### src/rtl/nes_joypad_pkg.sv
// Shared constants and key-decode helpers for the NES joypad controller.
// Holds button bit indices, USB HID keycode maps and the $4016/$4017 open-bus value.
package nes_joypad_pkg;

    typedef logic [7:0] btn_t;

    localparam int BTN_A      = 0;
    localparam int BTN_B      = 1;
    localparam int BTN_SELECT = 2;
    localparam int BTN_START  = 3;
    localparam int BTN_UP     = 4;
    localparam int BTN_DOWN   = 5;
    localparam int BTN_LEFT   = 6;
    localparam int BTN_RIGHT  = 7;

    localparam logic [7:0] KEY_ROLLOVER = 8'h01;
    localparam logic [7:0] KEY_TURBO_A  = 8'h0C;
    localparam logic [7:0] KEY_TURBO_B  = 8'h0B;
    localparam logic [7:0] OPEN_BUS     = 8'h40;

    // Keymaps packed Right..A, so button b lives at [b*8 +: 8].
    localparam logic [63:0] PAD0_KEYMAP = {8'h07, 8'h04, 8'h16, 8'h1A,
                                           8'h28, 8'h2B, 8'h0D, 8'h0E};
    localparam logic [63:0] PAD1_KEYMAP = {8'h4F, 8'h50, 8'h51, 8'h52,
                                           8'h34, 8'h35, 8'h36, 8'h37};

    function automatic logic key_held(input logic [23:0] keys, input logic [7:0] code);
        logic hit;
        hit = 1'b0;
        for (int k = 0; k < 3; k++) begin
            if (keys[k*8 +: 8] == code) hit = 1'b1;
        end
        return hit;
    endfunction

    function automatic btn_t decode_keys(input logic [23:0] keys, input logic [63:0] keymap);
        btn_t btn;
        btn = '0;
        for (int b = 0; b < 8; b++) begin
            btn[b] = key_held(keys, keymap[b*8 +: 8]);
        end
        return btn;
    endfunction

    function automatic btn_t cancel_opposing(input btn_t btn_in);
        btn_t btn;
        btn = btn_in;
        if (btn[BTN_UP] && btn[BTN_DOWN]) begin
            btn[BTN_UP]   = 1'b0;
            btn[BTN_DOWN] = 1'b0;
        end
        if (btn[BTN_LEFT] && btn[BTN_RIGHT]) begin
            btn[BTN_LEFT]  = 1'b0;
            btn[BTN_RIGHT] = 1'b0;
        end
        return btn;
    endfunction

endpackage

### src/rtl/nes_joypad_port.sv
// One NES controller serial port: parallel reload while strobe is high,
// otherwise shift right on each read with ones filling from the top.
module nes_joypad_port
    import nes_joypad_pkg::*;
(
    input  logic       clk,
    input  logic       rst_n,
    input  logic       strobe,
    input  logic       rd,
    input  logic [7:0] live_btn,
    output logic       data_bit
);

    btn_t shift_reg;

    always_ff @(posedge clk or negedge rst_n) begin
        if (!rst_n) begin
            shift_reg <= '0;
        end else if (strobe) begin
            shift_reg <= live_btn;
        end else if (rd) begin
            shift_reg <= {1'b1, shift_reg[7:1]};
        end
    end

    assign data_bit = shift_reg[0];

endmodule

### src/rtl/nes_joypad_ctrl.sv
// USB-keyboard-to-NES joypad bridge exposing $4016/$4017 to the CPU.
// Optional turbo A/B on pad 0 is enabled by defining JOYPAD_TURBO_EN.
module nes_joypad_ctrl
    import nes_joypad_pkg::*;
#(
    parameter int TURBO_FRAMES = 2
) (
    input  logic       clk_clk,
    input  logic       reset_reset_n,
    input  logic [7:0] keycode_export,
    input  logic [7:0] keycode2_export,
    input  logic [7:0] keycode3_export,
    input  logic       frame_tick,
    input  logic       cpu_wr,
    input  logic       cpu_rd,
    input  logic       cpu_addr,
    input  logic [7:0] cpu_wdata,
    output logic [7:0] cpu_rdata,
    output logic [7:0] pad0_state
);

    logic [23:0]      keys;
    logic             rollover;
    logic [1:0][7:0]  btn_next;
    logic [1:0][7:0]  live_btn_reg;
    logic [1:0]       serial_bit;
    logic             strobe_reg;
    logic [7:0]       rdata_reg;
    logic             unused_inputs;

    assign keys     = {keycode3_export, keycode2_export, keycode_export};
    assign rollover = key_held(keys, KEY_ROLLOVER);

`ifdef JOYPAD_TURBO_EN
    logic [7:0] turbo_cnt_reg;
    logic       turbo_phase_reg;
    logic       turbo_a;
    logic       turbo_b;

    assign turbo_a = key_held(keys, KEY_TURBO_A);
    assign turbo_b = key_held(keys, KEY_TURBO_B);

    always_ff @(posedge clk_clk or negedge reset_reset_n) begin
        if (!reset_reset_n) begin
            turbo_cnt_reg   <= '0;
            turbo_phase_reg <= 1'b0;
        end else if (frame_tick) begin
            if (turbo_cnt_reg == 8'(TURBO_FRAMES - 1)) begin
                turbo_cnt_reg   <= '0;
                turbo_phase_reg <= ~turbo_phase_reg;
            end else begin
                turbo_cnt_reg <= turbo_cnt_reg + 8'd1;
            end
        end
    end

    assign unused_inputs = ^cpu_wdata[7:1];
`else
    assign unused_inputs = ^{cpu_wdata[7:1], frame_tick, 8'(TURBO_FRAMES)};
`endif

    always_comb begin
        btn_next[0] = cancel_opposing(decode_keys(keys, PAD0_KEYMAP));
        btn_next[1] = cancel_opposing(decode_keys(keys, PAD1_KEYMAP));
`ifdef JOYPAD_TURBO_EN
        btn_next[0][BTN_A] = btn_next[0][BTN_A] | (turbo_a & turbo_phase_reg);
        btn_next[0][BTN_B] = btn_next[0][BTN_B] | (turbo_b & turbo_phase_reg);
`endif
        // A rollover report means the key list is garbage: drop everything.
        if (rollover) begin
            btn_next = '0;
        end
    end

    always_ff @(posedge clk_clk or negedge reset_reset_n) begin
        if (!reset_reset_n) begin
            live_btn_reg <= '0;
            strobe_reg   <= 1'b0;
            rdata_reg    <= '0;
        end else begin
            live_btn_reg <= btn_next;
            if (cpu_wr && !cpu_addr) begin
                strobe_reg <= cpu_wdata[0];
            end
            // serial_bit is the pre-shift value, so a same-cycle write cannot disturb it.
            if (cpu_rd) begin
                rdata_reg <= OPEN_BUS | {7'b0, serial_bit[cpu_addr]};
            end
        end
    end

    genvar gi;
    generate
        for (gi = 0; gi < 2; gi++) begin : g_port
            nes_joypad_port u_port (
                .clk      (clk_clk),
                .rst_n    (reset_reset_n),
                .strobe   (strobe_reg),
                .rd       (cpu_rd && (cpu_addr == 1'(gi))),
                .live_btn (live_btn_reg[gi]),
                .data_bit (serial_bit[gi])
            );
        end
    endgenerate

    assign cpu_rdata  = rdata_reg;
    assign pad0_state = live_btn_reg[0];

endmodule

### config.mk
export PLATFORM = sky130hd
export DESIGN_NAME = nes_joypad_ctrl
export DESIGN_NICKNAME = d
export VERILOG_FILES = /design/src/rtl/nes_joypad_pkg.sv /design/src/rtl/nes_joypad_port.sv /design/src/rtl/nes_joypad_ctrl.sv
export SDC_FILE = /design/constraint.sdc
export NUM_CORES = 1
export LEC_CHECK = 0
export CAP_MARGIN = 20
export CORE_UTILIZATION = 35
export DETAILED_ROUTE_END_ITERATION = 12
export GPL_TIMING_DRIVEN = 0
export PLACE_DENSITY = 0.62
export SLEW_MARGIN = 5
export SYNTH_ARGS = -nofsm -noshare
export SYNTH_HDL_FRONTEND = slang
export SYNTH_HIERARCHICAL = 1
export SYNTH_SLANG_ARGS = --single-unit
### constraint.sdc
create_clock -name clk_clk -period 0.8 [get_ports clk_clk]
set_input_delay 0.12 -clock clk_clk [delete_from_list [all_inputs] [get_ports clk_clk]]
set_output_delay 0.12 -clock clk_clk [all_outputs]
set_load 0.03 [all_outputs]
* Yosys cells after proc, flatten, opt, wreduce, memory -nomap -nowiden *
Cells that the tools add are included.

storage, ports and cells
  register bits after elaboration = 35
  logic and storage cells = 131

operators by class
  muxes and demuxes = 62
  $lt $le $gt $ge = 1
  equal/unequal tests = 51
  reductions and logical operators = 10
  bitwise gates (word level) = 1

operator list
  kind                number
  $eq 8x6->1 const B  18
  $eq 8x7->1 const B  12
  $mux 1              53
  $eq 8x3->1 const B  6
  $eq 8x4->1 const B  6
  $eq 8x5->1 const B  6
  $mux 8              4
  $eq 8x1->1 const B  3
  $mux 16             1
  $mux 2              4
  $logic_and 1x1->1   7
  $reduce_bool 2->1   2
  $lt 1x2->1 const B  1
  $logic_not 1->1     1
  $not 1->1           1

* Logic depth before layout (Yosys ltp) *
Gate-level depths: netlist of the first run.

  depth after elaboration = 7
  mapped depth = 5

* By module *
Netlist of the first run, hierarchy kept.

modules (own cells, without submodules)
  module           instances  cells each  area an instance (um^2)  sequential area each (um^2)
  nes_joypad_ctrl  1          158         1395.1                   475.5
  nes_joypad_port  2          34          366.6                    200.2

* Worst setup path before layout of the first run *
No wires, ideal clock.

  path type = input -> register
  start = input keycode_export[4]
  end = register live_btn_reg[12] (netlist name)
  arrival = 1.117 ns
  buffers on the path = 1
  data required time = 0.675 ns
  path slack = -0.442 ns
  library setup time = 0.125 ns
  cell stages on the path = 5
  cells stage by stage = nor4_2 -> nor2b_1 -> a221o_1 -> buf_4 -> nor3_2

RTL lines
  element               line                   RTL
  from (decl)           nes_joypad_ctrl.sv:10  input logic [7:0] keycode_export,
  to (signal assigned)  nes_joypad_ctrl.sv:81  live_btn_reg <= btn_next;
  to (decl)             nes_joypad_ctrl.sv:25  logic [1:0][7:0] live_btn_reg;

==> impl_metrics.prom, run 1 <==
# TYPE chip_impl_metric gauge
chip_impl_metric{name="finish.instance_area",unit="um2"} 3497
chip_impl_metric{name="postSynthCellCount",unit=""} 226
chip_impl_metric{name="synthArstFlopShare",unit="%"} 100.0
chip_impl_metric{name="core",unit="um2"} 5886
chip_impl_metric{name="antenna_cells",unit=""} 0
chip_impl_metric{name="fmax",unit="MHz"} 897.4
chip_impl_metric{name="final_min_period_over_clock_period",unit="%"} 139.3
chip_impl_info{name="crit_path_start_kind",value="primary input"} 1
chip_impl_info{name="worst-setup-path-type",value="primary input to register"} 1
chip_impl_metric{name="detailed_place.area",unit="um2"} 2681
chip_impl_metric{name="max-vdd-ir-drop",unit="uV"} 826.5
chip_impl_metric{name="htree_num_levels",unit=""} 2
chip_impl_metric{name="gp_congestion",unit=""} 0.8959
chip_impl_metric{name="drt-initial-drc-count",unit=""} 80
chip_impl_metric{name="dieWidth",unit="um"} 79.98
chip_impl_info{name="highest_layer",value="met4"} 1
chip_impl_info{name="clock_root_buffer",value="sky130_fd_sc_hd__clkbuf_8"} 1
chip_impl_metric{name="port_buffers",unit=""} 39
chip_impl_metric{name="grt_pass1_vias",unit=""} 2086
chip_impl_metric{name="timing.reg2reg.setup_slack",unit="ns"} -0.15
chip_impl_metric{name="met1_wirelength",unit="um"} 2479
chip_impl_metric{name="post_synth_instance_area",unit="um2"} 2128
chip_impl_metric{name="grt_first_pass_wirelength",unit="um"} 10030
chip_impl_metric{name="cts_buffers",unit=""} 5
chip_impl_info{name="mostFrequentLayoutCell",value="sky130_fd_sc_hd__buf_4"} 1
chip_impl_metric{name="antenna_left",unit=""} 0
chip_impl_info{name="critPathCaptureType",value="register"} 1
chip_impl_metric{name="critPathMaxFanout",unit=""} 5
chip_impl_metric{name="syn_area_per_cell",unit="um2"} 9.417
chip_impl_metric{name="worstPathRequired",unit="ns"} 0.95
chip_impl_info{name="violations",value="negative hold slack, negative setup slack"} 1
chip_impl_info{name="outcome",value="complete, but fails checks"} 1
chip_impl_info{name="synth_top_cell_by_area",value="sky130_fd_sc_hd__dfrtp_1"} 1
chip_impl_metric{name="setup_viol_count_final",unit=""} 44
chip_impl_metric{name="number_of_antenna_violations_at_the_first_check_in_global_routing",unit=""} 0
chip_impl_metric{name="synth.ff_latch_count",unit=""} 35
chip_impl_metric{name="boundaryPins",unit=""} 54
chip_impl_info{name="hold_removal_path_class",value="primary input to asynchronous set/reset pin"} 1
chip_impl_metric{name="detail_route.drc_violations",unit=""} 0
chip_impl_metric{name="ys_types",unit=""} 42
chip_impl_metric{name="final_critical_path_setup_slack",unit="ns"} -0.3144
chip_impl_metric{name="grt_max_degree",unit=""} 36
chip_impl_metric{name="drive_gt1_share",unit="%"} 56.59
chip_impl_metric{name="layout_min_cycle_time",unit="ns"} 1.114
chip_impl_metric{name="clock_sink_count",unit=""} 35
chip_impl_info{name="tritoncts",value="built"} 1
chip_impl_metric{name="timing.hold.ws",unit="ns"} -0.09972
chip_impl_metric{name="grt_util_all_layers",unit="%"} 20.46
chip_impl_info{name="unrepaired_setup_endpoints_after_global_routing",value="true"} 1
chip_impl_metric{name="clock_tree.buffer_depth",unit=""} 2
chip_impl_metric{name="syn_warnings",unit=""} 6
chip_impl_metric{name="area_growth",unit="%"} 64.31
chip_impl_metric{name="hold_violations",unit=""} 35
chip_impl_metric{name="firstDrtPassIters",unit=""} 5
chip_impl_metric{name="clk_transition_reported_paths",unit="ns"} 0.07
chip_impl_metric{name="max_slew.worst_pin.slew",unit="ns"} 0.7453
chip_impl_info{name="layout.cells.most_common_list",value="sky130_fd_sc_hd__buf_4, sky130_fd_sc_hd__buf_6, sky130_fd_sc_hd__dfrtp_1"} 1
chip_impl_metric{name="overflow",unit=""} 0
chip_impl_metric{name="largest_reg_flops",unit=""} 16
chip_impl_info{name="biggest_area_contributors_in_the_synthesized_netlist",value="sky130_fd_sc_hd__dfrtp_1, sky130_fd_sc_hd__mux2i_1, sky130_fd_sc_hd__buf_4"} 1
chip_impl_metric{name="routed-wl-met2",unit="um"} 3172
chip_impl_metric{name="finClkSkew",unit="ns"} 0.005626
chip_impl_metric{name="place_hpwl",unit="um"} 3971
chip_impl_metric{name="max_cap_violations",unit=""} 0
chip_impl_metric{name="route.final.wire_length",unit="um"} 6146
chip_impl_metric{name="total_power",unit="mW"} 4.200
chip_impl_metric{name="cellPowerDensity",unit="nW/um2"} 1201
chip_impl_metric{name="clk-insertion-delay-late",unit="ns"} 0.28
chip_impl_metric{name="synth_edf_count",unit=""} 0
chip_impl_metric{name="route.vias.total",unit=""} 2094
chip_impl_metric{name="final-max-slew-violation-count",unit=""} 0
chip_impl_metric{name="viasPerCell",unit=""} 5.425
chip_impl_metric{name="nets",unit=""} 348
chip_impl_metric{name="static-leakage-power",unit="nW"} 1.563
chip_impl_metric{name="chipHeight",unit="um"} 79.98
chip_impl_metric{name="met3_wirelength_from_detailed_routing",unit="um"} 254
chip_impl_metric{name="synth_largest_type_area_fraction",unit="%"} 41.15
chip_impl_info{name="synthFlopType",value="sky130_fd_sc_hd__dfrtp_1"} 1
chip_impl_metric{name="core.rowCount",unit=""} 28
chip_impl_metric{name="floorplan.die_area",unit="um2"} 6397
chip_impl_metric{name="routedWlPerCell",unit="um"} 15.92
chip_impl_metric{name="seq_total_area_yosys",unit="%"} 41.15
chip_impl_metric{name="initial_utilization",unit="%"} 36.16
chip_impl_metric{name="crit_arrival",unit="ns"} 1.27
chip_impl_metric{name="slew_headroom",unit="%"} 50.32
[layout make-up]
type | count | area (um2)
fill | 520 | 2389
multi-input combinational | 175 | 1563
sequential | 35 | 878.3
timing repair buffer | 75 | 705.7
buffer | 16 | 165.2
tap | 75 | 93.84
clock buffer | 5 | 68.82
clock inverter | 3 | 15.01
inverter | 2 | 7.507
[critical path, cell delays in order]
cell	delay (ns)
sky130_fd_sc_hd__buf_8	0.10
sky130_fd_sc_hd__nor4_4	0.34
sky130_fd_sc_hd__and3_4	0.24
sky130_fd_sc_hd__a221o_1	0.24
sky130_fd_sc_hd__buf_6	0.18
sky130_fd_sc_hd__a31oi_4	0.04
[repair_timing]
action,CTS,global route
hold endpoints to repair,35,35
resized for setup,285,45
pin swaps,17,12
buffers inserted,27,7
cloned,3,0
setup endpoints to repair,43,45
[metrics by stage]
| stage | cells | utilization (%) | worst slack, ns | setup TNS (ns) |
|---|---|---|---|---|
| after floorplan | 231 | - | -0.3360 | -5.468 |
| after global placement | 345 | 45.64 | -1.199 | -69.31 |
| after detailed placement | 345 | 45.56 | -1.127 | -31.66 |
| after CTS | 380 | 56.10 | -0.2594 | -7.642 |
| after global routing | 386 | 59.42 | -0.3313 | -9.416 |
| final | 386 | 59.42 | -0.3144 | -8.417 |
[cells by family (layout without fill, tap and decap cells)]
family / Yosys count / in the layout / synth area share (%)
muxes: 16 / 16 / 7.584
and+or+nand+nor: 113 / 113 / 31.10
other: 1 / 6 / 0.1762
DFF: 35 / 35 / 41.15
AOI/OAI and AO/OA: 40 / 40 / 12.23
buffers and inverters: 21 / 101 / 7.760
[worst paths after layout]
check	depth (start not counted)	start	endpoint
setup / recovery	6	keycode2_export[7]	pad0_state[1]$_DFF_PN0_
hold / removal	1	reset_reset_n	g_port[0].u_port/shift_reg[5]$_DFFE_PN0P_
setup reg to reg	4	strobe_reg$_DFFE_PN0P_	g_port[0].u_port/shift_reg[5]$_DFFE_PN0P_
hold reg to reg	2	live_btn_reg[10]$_DFF_PN0_	g_port[1].u_port/shift_reg[2]$_DFFE_PN0P_
max in group asynchronous	1	reset_reset_n	cpu_rdata[6]$_DFFE_PN0P_
min in group clk_clk	2	cpu_rd	cpu_rdata[0]$_DFFE_PN0P_
[routing by layer]
layer  vias up  global-route usage, %
met5         -                      0
met4         0                  10.00
met3        20                  2.743
met2        87                  37.01
met1      1002                  23.49
li1        985                      -
[power by group]
| group | switching (mW) | internal (mW) | leakage, nW |
|---|---|---|---|
| registers | 0.0390 | 1.83 | 0.475 |
| logic | 0.591 | 0.553 | 1.04 |
| clock network | 0.597 | 0.594 | 0.0477 |
| total | 1.23 | 2.97 | 1.56 |
[synthesized netlist by cell type, types with 2 or more instances]
master and instances:
sky130_fd_sc_hd__a32oi_1 2, sky130_fd_sc_hd__mux2i_1 15, sky130_fd_sc_hd__nor2b_1 13, sky130_fd_sc_hd__nand4_1 8
sky130_fd_sc_hd__inv_1 2, sky130_fd_sc_hd__a31oi_1 2, sky130_fd_sc_hd__or2_2 2, sky130_fd_sc_hd__nand4b_1 4
sky130_fd_sc_hd__and4_1 3, sky130_fd_sc_hd__nor4b_1 3, sky130_fd_sc_hd__nand3_1 16, sky130_fd_sc_hd__nor4_1 2
sky130_fd_sc_hd__nor2_1 12, sky130_fd_sc_hd__nor3_2 2, sky130_fd_sc_hd__nor3b_1 3, sky130_fd_sc_hd__o211a_1 3
sky130_fd_sc_hd__o21ai_1 14, sky130_fd_sc_hd__buf_4 15, sky130_fd_sc_hd__o21ai_0 2, sky130_fd_sc_hd__a22oi_1 4
sky130_fd_sc_hd__dfrtp_1 35, sky130_fd_sc_hd__and2_1 2, sky130_fd_sc_hd__buf_6 4, sky130_fd_sc_hd__nand2_1 26
sky130_fd_sc_hd__and3_1 4, sky130_fd_sc_hd__nand2b_1 4, sky130_fd_sc_hd__nor4_2 3, sky130_fd_sc_hd__a21oi_1 7
(Power assumes the default switching activity.)
==> run 2, diff against run 1 <==
--- a/config.mk
+++ b/config.mk
@@ -9,6 +9,7 @@
 export CORE_UTILIZATION = 35
 export DETAILED_ROUTE_END_ITERATION = 12
 export GPL_TIMING_DRIVEN = 0
+export MAX_ROUTING_LAYER = met4
 export PLACE_DENSITY = 0.62
 export SLEW_MARGIN = 5
 export SYNTH_ARGS = -nofsm -noshare
==> run 2 against run 1 <==
Against the previous run: the flow still finishes with violations (negative hold slack, negative setup slack); sequential share of layout area is 1.3 points higher; non-clock buffer count is 5 lower; global-route usage is 0.53 points lower; register-to-register slack hardly changed; setup slack worse by 0.010 ns; largest power group unchanged; cell area is 4.9% lower; largest cell class unchanged; critical endpoint is now pad0_state[0]$_DFF_PN0_; via count is 3.4% lower; clock-buffer cell count is 2 higher; flip-flop and latch count stayed put; first-iteration DRC count is 1.3% higher; cell count is 1.3% lower.
==> impl_metrics.prom, run 2 (synthesis results as in run 1) <==
# TYPE chip_impl_metric gauge
chip_impl_metric{name="final_critical_path_setup_slack",unit="ns"} -0.3245
chip_impl_metric{name="drt-initial-drc-count",unit=""} 81
chip_impl_metric{name="clock_tree.buffer_depth",unit=""} 2
chip_impl_metric{name="max_slew.worst_pin.slew",unit="ns"} 0.7504
chip_impl_metric{name="drive_gt1_share",unit="%"} 52.61
chip_impl_metric{name="route.final.wire_length",unit="um"} 5673
chip_impl_metric{name="slew_headroom",unit="%"} 49.97
chip_impl_metric{name="floorplan.die_area",unit="um2"} 6397
chip_impl_metric{name="final_core_utilization",unit="%"} 56.48
chip_impl_metric{name="htree_num_levels",unit=""} 2
chip_impl_metric{name="core.rowCount",unit=""} 28
chip_impl_metric{name="layout_min_cycle_time",unit="ns"} 1.124
chip_impl_metric{name="dieWidth",unit="um"} 79.98
chip_impl_info{name="violations",value="negative hold slack, negative setup slack"} 1
chip_impl_info{name="path_cells",value="buf_8 > nor4_4 > and2_4 > a221o_1 > buf_6 > a31oi_1"} 1
chip_impl_info{name="tritoncts",value="built"} 1
chip_impl_metric{name="grt_pass1_vias",unit=""} 2069
chip_impl_info{name="critPathCaptureType",value="register"} 1
chip_impl_metric{name="core",unit="um2"} 5886
chip_impl_info{name="layout.cells.most_common_list",value="sky130_fd_sc_hd__buf_4, sky130_fd_sc_hd__buf_6, sky130_fd_sc_hd__dfrtp_1"} 1
chip_impl_metric{name="grt_first_pass_wirelength",unit="um"} 9528
chip_impl_metric{name="nets",unit=""} 343
chip_impl_metric{name="firstDrtPassIters",unit=""} 4
chip_impl_metric{name="route.vias.total",unit=""} 2023
chip_impl_metric{name="gp_congestion",unit=""} 0.9839
chip_impl_metric{name="final-max-slew-violation-count",unit=""} 0
chip_impl_metric{name="static-leakage-power",unit="nW"} 1.471
chip_impl_metric{name="grt_max_degree",unit=""} 36
chip_impl_info{name="critPathSlowestCell",value="sky130_fd_sc_hd__nor4_4"} 1
chip_impl_info{name="worst-setup-path-type",value="primary input to register"} 1
chip_impl_metric{name="crit_arrival",unit="ns"} 1.28
chip_impl_metric{name="critPathMaxFanout",unit=""} 5
chip_impl_metric{name="clk-insertion-delay-late",unit="ns"} 0.28
chip_impl_metric{name="antenna_left",unit=""} 0
chip_impl_metric{name="max_cap_violations",unit=""} 0
chip_impl_metric{name="final_min_period_over_clock_period",unit="%"} 140.6
chip_impl_info{name="clock_root_buffer",value="sky130_fd_sc_hd__clkbuf_8"} 1
chip_impl_metric{name="detail_route.drc_violations",unit=""} 0
chip_impl_metric{name="finClkSkew",unit="ns"} 0.003948
chip_impl_metric{name="initial_utilization",unit="%"} 36.16
chip_impl_metric{name="boundaryPins",unit=""} 54
chip_impl_info{name="hold_removal_path_class",value="primary input to asynchronous set/reset pin"} 1
chip_impl_metric{name="overflow",unit=""} 0
chip_impl_metric{name="place_hpwl",unit="um"} 3893
chip_impl_metric{name="port_buffers",unit=""} 39
chip_impl_metric{name="clock_sink_count",unit=""} 35
chip_impl_metric{name="cts_buffers",unit=""} 5
chip_impl_metric{name="routedWlPerCell",unit="um"} 14.89
chip_impl_info{name="outcome",value="complete, but fails checks"} 1
chip_impl_metric{name="worstPathRequired",unit="ns"} 0.96
chip_impl_metric{name="hold_violations",unit=""} 35
chip_impl_metric{name="max-vdd-ir-drop",unit="uV"} 893.7
chip_impl_metric{name="critical_path.max_stage_delay",unit="ns"} 0.35
chip_impl_metric{name="largest_reg_flops",unit=""} 16
chip_impl_metric{name="setup_viol_count_final",unit=""} 44
chip_impl_metric{name="fmax",unit="MHz"} 889.3
chip_impl_info{name="mostFrequentLayoutCell",value="sky130_fd_sc_hd__buf_4"} 1
chip_impl_info{name="crit_path_start_kind",value="primary input"} 1
chip_impl_metric{name="chipHeight",unit="um"} 79.98
chip_impl_info{name="unrepaired_setup_endpoints_after_global_routing",value="true"} 1
chip_impl_metric{name="clk_transition_reported_paths",unit="ns"} 0.07
chip_impl_metric{name="detailed_place.area",unit="um2"} 2681
chip_impl_metric{name="grt_util_all_layers",unit="%"} 19.94
chip_impl_metric{name="cellPowerDensity",unit="nW/um2"} 1221
chip_impl_metric{name="number_of_antenna_violations_at_the_first_check_in_global_routing",unit=""} 0
chip_impl_metric{name="total_power",unit="mW"} 4.059
chip_impl_metric{name="area_growth",unit="%"} 56.20
chip_impl_metric{name="antenna_cells",unit=""} 0
chip_impl_metric{name="timing.hold.ws",unit="ns"} -0.09888
chip_impl_metric{name="viasPerCell",unit=""} 5.310
chip_impl_metric{name="finish.instance_area",unit="um2"} 3324
==> run 2: path summary, 6_finish.rpt <==
| check | from | end | slack (ns) | depth (start not counted) |
|---|---|---|---|---|
| setup / recovery | keycode3_export[6] | pad0_state[0]$_DFF_PN0_ | -0.32 | 6 |
| hold / removal | reset_reset_n | g_port[0].u_port/shift_reg[5]$_DFFE_PN0P_ | -0.1 | 1 |
| setup reg to reg | strobe_reg$_DFFE_PN0P_ | g_port[0].u_port/shift_reg[1]$_DFFE_PN0P_ | -0.15 | 4 |
| hold reg to reg | live_btn_reg[8]$_DFF_PN0_ | g_port[1].u_port/shift_reg[0]$_DFFE_PN0P_ | 0.45 | 2 |
| max in group asynchronous | reset_reset_n | cpu_rdata[6]$_DFFE_PN0P_ | 0.37 | 1 |
| min in group clk_clk | cpu_rd | cpu_rdata[0]$_DFFE_PN0P_ | 0.07 | 2 |
==> run 2: layout make-up <==
type / instances / area [um2]
tap: 75 / 93.84
multi-input combinational: 175 / 1483
inverter: 2 / 7.507
clock buffer: 7 / 76.32
fill: 540 / 2561
buffer: 13 / 123.9
clock inverter: 1 / 5.005
sequential: 35 / 878.3
timing repair buffer: 73 / 656.9
==> run 2: per-layer routing <==
layer	share of wire (%)	global-route usage, %
met5	0	-
met2	51	35.56
met4	3.9	9.643
met1	40	21.52
met3	4.4	3.086
==> run 2: critical path, delay by kind of cell <==
| family | cells | cell delay (ns) |
|---|---|---|
| AOI/OAI and AO/OA | 2 | 0.32 |
| buffers and inverters | 2 | 0.27 |
| and+or+nand+nor | 2 | 0.57 |
==> run 2: per-stage QoR <==
step / TNS [ns] / instances / worst slack [ns]
2_1_floorplan: -5.468 / 231 / -0.3360
3_3_place_gp: -69.97 / 345 / -1.225
3_5_place_dp: -31.33 / 345 / -1.116
4_1_cts: -8.357 / 378 / -0.2991
5_1_grt: -9.136 / 381 / -0.3490
6_report: -7.811 / 381 / -0.3245
==> run 2: report_power, final <==
group	switching (mW)	internal [mW]
registers	0.0452	1.83
logic	0.535	0.466
clock network	0.577	0.610
==> run 2: what timing repair did <==
| action | 4_1_cts | 5_1_grt |
|---|---|---|
| hold endpoints to repair | 35 | 35 |
| setup buffers | 23 | 9 |
| pin swaps | 21 | 20 |
| resized for setup | 281 | 27 |
| gates cloned | 3 | 0 |
| endpoints found under the setup margin | 43 | 45 |
==> run 3, diff against run 2 <==
--- a/config.mk
+++ b/config.mk
@@ -10,7 +10,6 @@
 export DETAILED_ROUTE_END_ITERATION = 12
 export GPL_TIMING_DRIVEN = 0
 export MAX_ROUTING_LAYER = met4
-export PLACE_DENSITY = 0.62
 export SLEW_MARGIN = 5
 export SYNTH_ARGS = -nofsm -noshare
 export SYNTH_HDL_FRONTEND = slang
==> run 3 against run 2 <==
Against the previous run: the run still ends with negative hold slack, negative setup slack left; core utilization grew 0.47 points; wire length increased by 5.5%; largest cell class unchanged; cell area increased by 0.83%; register-to-register slack improved by 0.06 ns; critical endpoint is now pad0_state[1]; non-clock buffer count increased by 3; die area did not move.
==> impl_metrics.prom, run 3 (synthesis results as in run 1) <==
# TYPE chip_impl_metric gauge
chip_impl_info{name="outcome",value="complete, but fails checks"} 1
chip_impl_info{name="violations",value="negative hold slack, negative setup slack"} 1
chip_impl_metric{name="detailed_place.area",unit="um2"} 2681
chip_impl_metric{name="finalNonFillerCells",unit=""} 384
chip_impl_info{name="mostFrequentLayoutCell",value="sky130_fd_sc_hd__buf_4"} 1
chip_impl_metric{name="setup_viol_count_final",unit=""} 44
chip_impl_metric{name="core",unit="um2"} 5886
chip_impl_metric{name="grt_pass1_vias",unit=""} 2020
chip_impl_metric{name="critPathMaxFanout",unit=""} 2
chip_impl_metric{name="placed_cells",unit=""} 345
chip_impl_metric{name="timing.hold.ws",unit="ns"} -0.09958
chip_impl_metric{name="critical_path.max_stage_delay",unit="ns"} 0.41
chip_impl_metric{name="max-vdd-ir-drop",unit="uV"} 1055
chip_impl_info{name="critPathMostFrequentCell",value="sky130_fd_sc_hd__buf_6"} 1
chip_impl_metric{name="layout_min_cycle_time",unit="ns"} 1.056
chip_impl_metric{name="switching_share",unit="%"} 28.45
chip_impl_metric{name="route.vias.total",unit=""} 2088
chip_impl_metric{name="firstDrtPassIters",unit=""} 4
chip_impl_metric{name="final_min_period_over_clock_period",unit="%"} 132.0
chip_impl_metric{name="grt_first_pass_wirelength",unit="um"} 9397
chip_impl_metric{name="max_cap_violations",unit=""} 0
chip_impl_metric{name="overflow",unit=""} 0
chip_impl_metric{name="port_buffers",unit=""} 39
chip_impl_metric{name="portion_of_total_power_attributed_to_sequential_cells",unit="%"} 46.4
chip_impl_metric{name="grt_util_all_layers",unit="%"} 19.65
chip_impl_metric{name="gp_congestion",unit=""} 0.9369
chip_impl_metric{name="drive_gt1_share",unit="%"} 52.43
chip_impl_info{name="worst-setup-path-type",value="register to output port"} 1
chip_impl_metric{name="nets",unit=""} 346
chip_impl_metric{name="clockPowerShare",unit="%"} 29.5
chip_impl_metric{name="place_hpwl",unit="um"} 3865
chip_impl_metric{name="chipHeight",unit="um"} 79.98
chip_impl_metric{name="largest_reg_flops",unit=""} 16
chip_impl_metric{name="viasPerCell",unit=""} 5.438
chip_impl_info{name="path_cells",value="buf_6 > buf_6"} 1
chip_impl_metric{name="antenna_left",unit=""} 0
chip_impl_metric{name="number_of_antenna_violations_at_the_first_check_in_global_routing",unit=""} 0
chip_impl_metric{name="drt-initial-drc-count",unit=""} 72
chip_impl_metric{name="final-max-slew-violation-count",unit=""} 0
chip_impl_metric{name="fmax",unit="MHz"} 947.0
chip_impl_metric{name="route.final.wire_length",unit="um"} 5985
chip_impl_metric{name="hold_violations",unit=""} 35
chip_impl_metric{name="final_critical_path_setup_slack",unit="ns"} -0.2560
chip_impl_metric{name="clock_tree.buffer_depth",unit=""} 2
chip_impl_metric{name="combinational_cell_fraction_of_total_power",unit="%"} 24.1
chip_impl_metric{name="multi_input_comb_area",unit="um2"} 1476
chip_impl_metric{name="finClkSkew",unit="ns"} 0.006496
chip_impl_info{name="critPathCaptureType",value="output port"} 1
chip_impl_metric{name="worstPathRequired",unit="ns"} 0.68
chip_impl_info{name="critPathSlowestCell",value="sky130_fd_sc_hd__dfrtp_1"} 1
chip_impl_info{name="clock_root_buffer",value="sky130_fd_sc_hd__clkbuf_8"} 1
chip_impl_metric{name="clk_transition_reported_paths",unit="ns"} 0.07
chip_impl_info{name="tritoncts",value="built"} 1
chip_impl_metric{name="detail_route.drc_violations",unit=""} 0
chip_impl_metric{name="core.rowCount",unit=""} 28
chip_impl_metric{name="p_switching",unit="mW"} 1.152
chip_impl_metric{name="floorplan.die_area",unit="um2"} 6397
chip_impl_metric{name="layout.filler_cells",unit=""} 530
chip_impl_metric{name="routedWlPerCell",unit="um"} 15.59
chip_impl_metric{name="cellPowerDensity",unit="nW/um2"} 1208
chip_impl_info{name="layout.cells.most_common_list",value="sky130_fd_sc_hd__buf_4, sky130_fd_sc_hd__buf_6, sky130_fd_sc_hd__dfrtp_1"} 1
chip_impl_metric{name="static-leakage-power",unit="nW"} 1.454
chip_impl_info{name="crit_path_start_kind",value="register"} 1
chip_impl_metric{name="clk-insertion-delay-late",unit="ns"} 0.28
chip_impl_metric{name="dieWidth",unit="um"} 79.98
chip_impl_metric{name="area_growth",unit="%"} 57.50
chip_impl_metric{name="crit_arrival",unit="ns"} 0.94
chip_impl_metric{name="cts_buffers",unit=""} 5
chip_impl_metric{name="finish.instance_area",unit="um2"} 3352
chip_impl_metric{name="grt_max_degree",unit=""} 36
chip_impl_info{name="hold_removal_path_class",value="primary input to asynchronous set/reset pin"} 1
chip_impl_metric{name="htree_num_levels",unit=""} 2
chip_impl_metric{name="max_slew.worst_pin.slew",unit="ns"} 0.7617
chip_impl_metric{name="antenna_cells",unit=""} 0
chip_impl_metric{name="boundaryPins",unit=""} 54
chip_impl_info{name="unrepaired_setup_endpoints_after_global_routing",value="true"} 1
chip_impl_metric{name="slew_headroom",unit="%"} 49.22
chip_impl_metric{name="clock_sink_count",unit=""} 35
chip_impl_metric{name="initial_utilization",unit="%"} 36.16
chip_impl_metric{name="regArea",unit="um2"} 878.3
chip_impl_metric{name="total_power",unit="mW"} 4.049
chip_impl_metric{name="internal_power",unit="mW"} 2.897
==> run 3: cell types whose count changed in the layout (fill, tap and decap cells not counted), sizes merged <==
cell	change
clkbuf	+2
clkdlybuf4s15	+1
clkdlybuf4s50	+1
dlygate4sd2	-1
==> run 3: layout make-up <==
class | count | area share, %
Multi-Input combinational cell | 175 | 44.05
Buffer | 15 | 4.367
Clock buffer | 7 | 2.277
Tap cell | 75 | 2.800
Clock inverter | 1 | 0.1493
Sequential cell | 35 | 26.20
Timing Repair Buffer | 74 | 19.93
Inverter | 2 | 0.2240
==> run 3: critical path: cells and delay by family, from the launching register on <==
kind	cells	cell delay, ns
buf+inv	2	0.25
flops	1	0.41
==> run 3: metal layers <==
| layer | GRT usage, % | vias up | wire, um |
|---|---|---|---|
| met5 | - | - | 0 |
| met4 | 10.18 | 0 | 292 |
| met3 | 2.971 | 28 | 344 |
| met2 | 33.08 | 98 | 2960 |
| met1 | 22.60 | 974 | 2387 |
| li1 | - | 988 | - |
==> run 3: final timing paths <==
| check | startpoint | end | slack, ns | cells past startpoint |
|---|---|---|---|---|
| setup / recovery | pad0_state[1]$_DFF_PN0_ | pad0_state[1] | -0.26 | 2 |
| setup reg to reg | strobe_reg$_DFFE_PN0P_ | strobe_reg$_DFFE_PN0P_ | -0.09 | 1 |
| hold / removal | reset_reset_n | g_port[0].u_port/shift_reg[6]$_DFFE_PN0P_ | -0.1 | 1 |
| max in group asynchronous | reset_reset_n | strobe_reg$_DFFE_PN0P_ | 0.35 | 1 |
| min in group clk_clk | cpu_rd | cpu_rdata[0]$_DFFE_PN0P_ | 0.09 | 2 |
| hold reg to reg | live_btn_reg[8]$_DFF_PN0_ | g_port[1].u_port/shift_reg[0]$_DFFE_PN0P_ | 0.46 | 2 |
==> run 3: power by group through the flow <==
stage | logic [mW] | registers [mW] | clock network, mW
2_1_floorplan | 0.352 | 1.91 | 0
3_3_place_gp | 0.693 | 1.92 | 0
3_5_place_dp | 0.695 | 1.92 | 0
4_1_cts | 0.867 | 1.88 | 1.22
5_1_grt | 1.05 | 1.89 | 1.32
6_report | 0.974 | 1.88 | 1.19
==> run 3: metrics by stage <==
| step | util (%) | hold WS (ns) | setup WS [ns] | setup TNS (ns) |
|---|---|---|---|---|
| floorplan | - | -0.1756 | -0.3360 | -5.468 |
| global placement | 45.64 | 0.4395 | -1.203 | -69.60 |
| detailed placement | 45.56 | 0.2332 | -1.174 | -31.75 |
| CTS | 52.95 | -0.06429 | -0.2614 | -7.151 |
| global route | 56.95 | -0.04044 | -0.3084 | -8.495 |
| finish | 56.95 | -0.09958 | -0.2560 | -6.638 |
==> run 3: what timing repair did <==
action                     CTS  global route
setup endpoints to repair   43            45
hold endpoints to repair    35            35
cloned                       3             0
resized for setup          253            52
setup buffers               22            11
pin swaps                   14            13
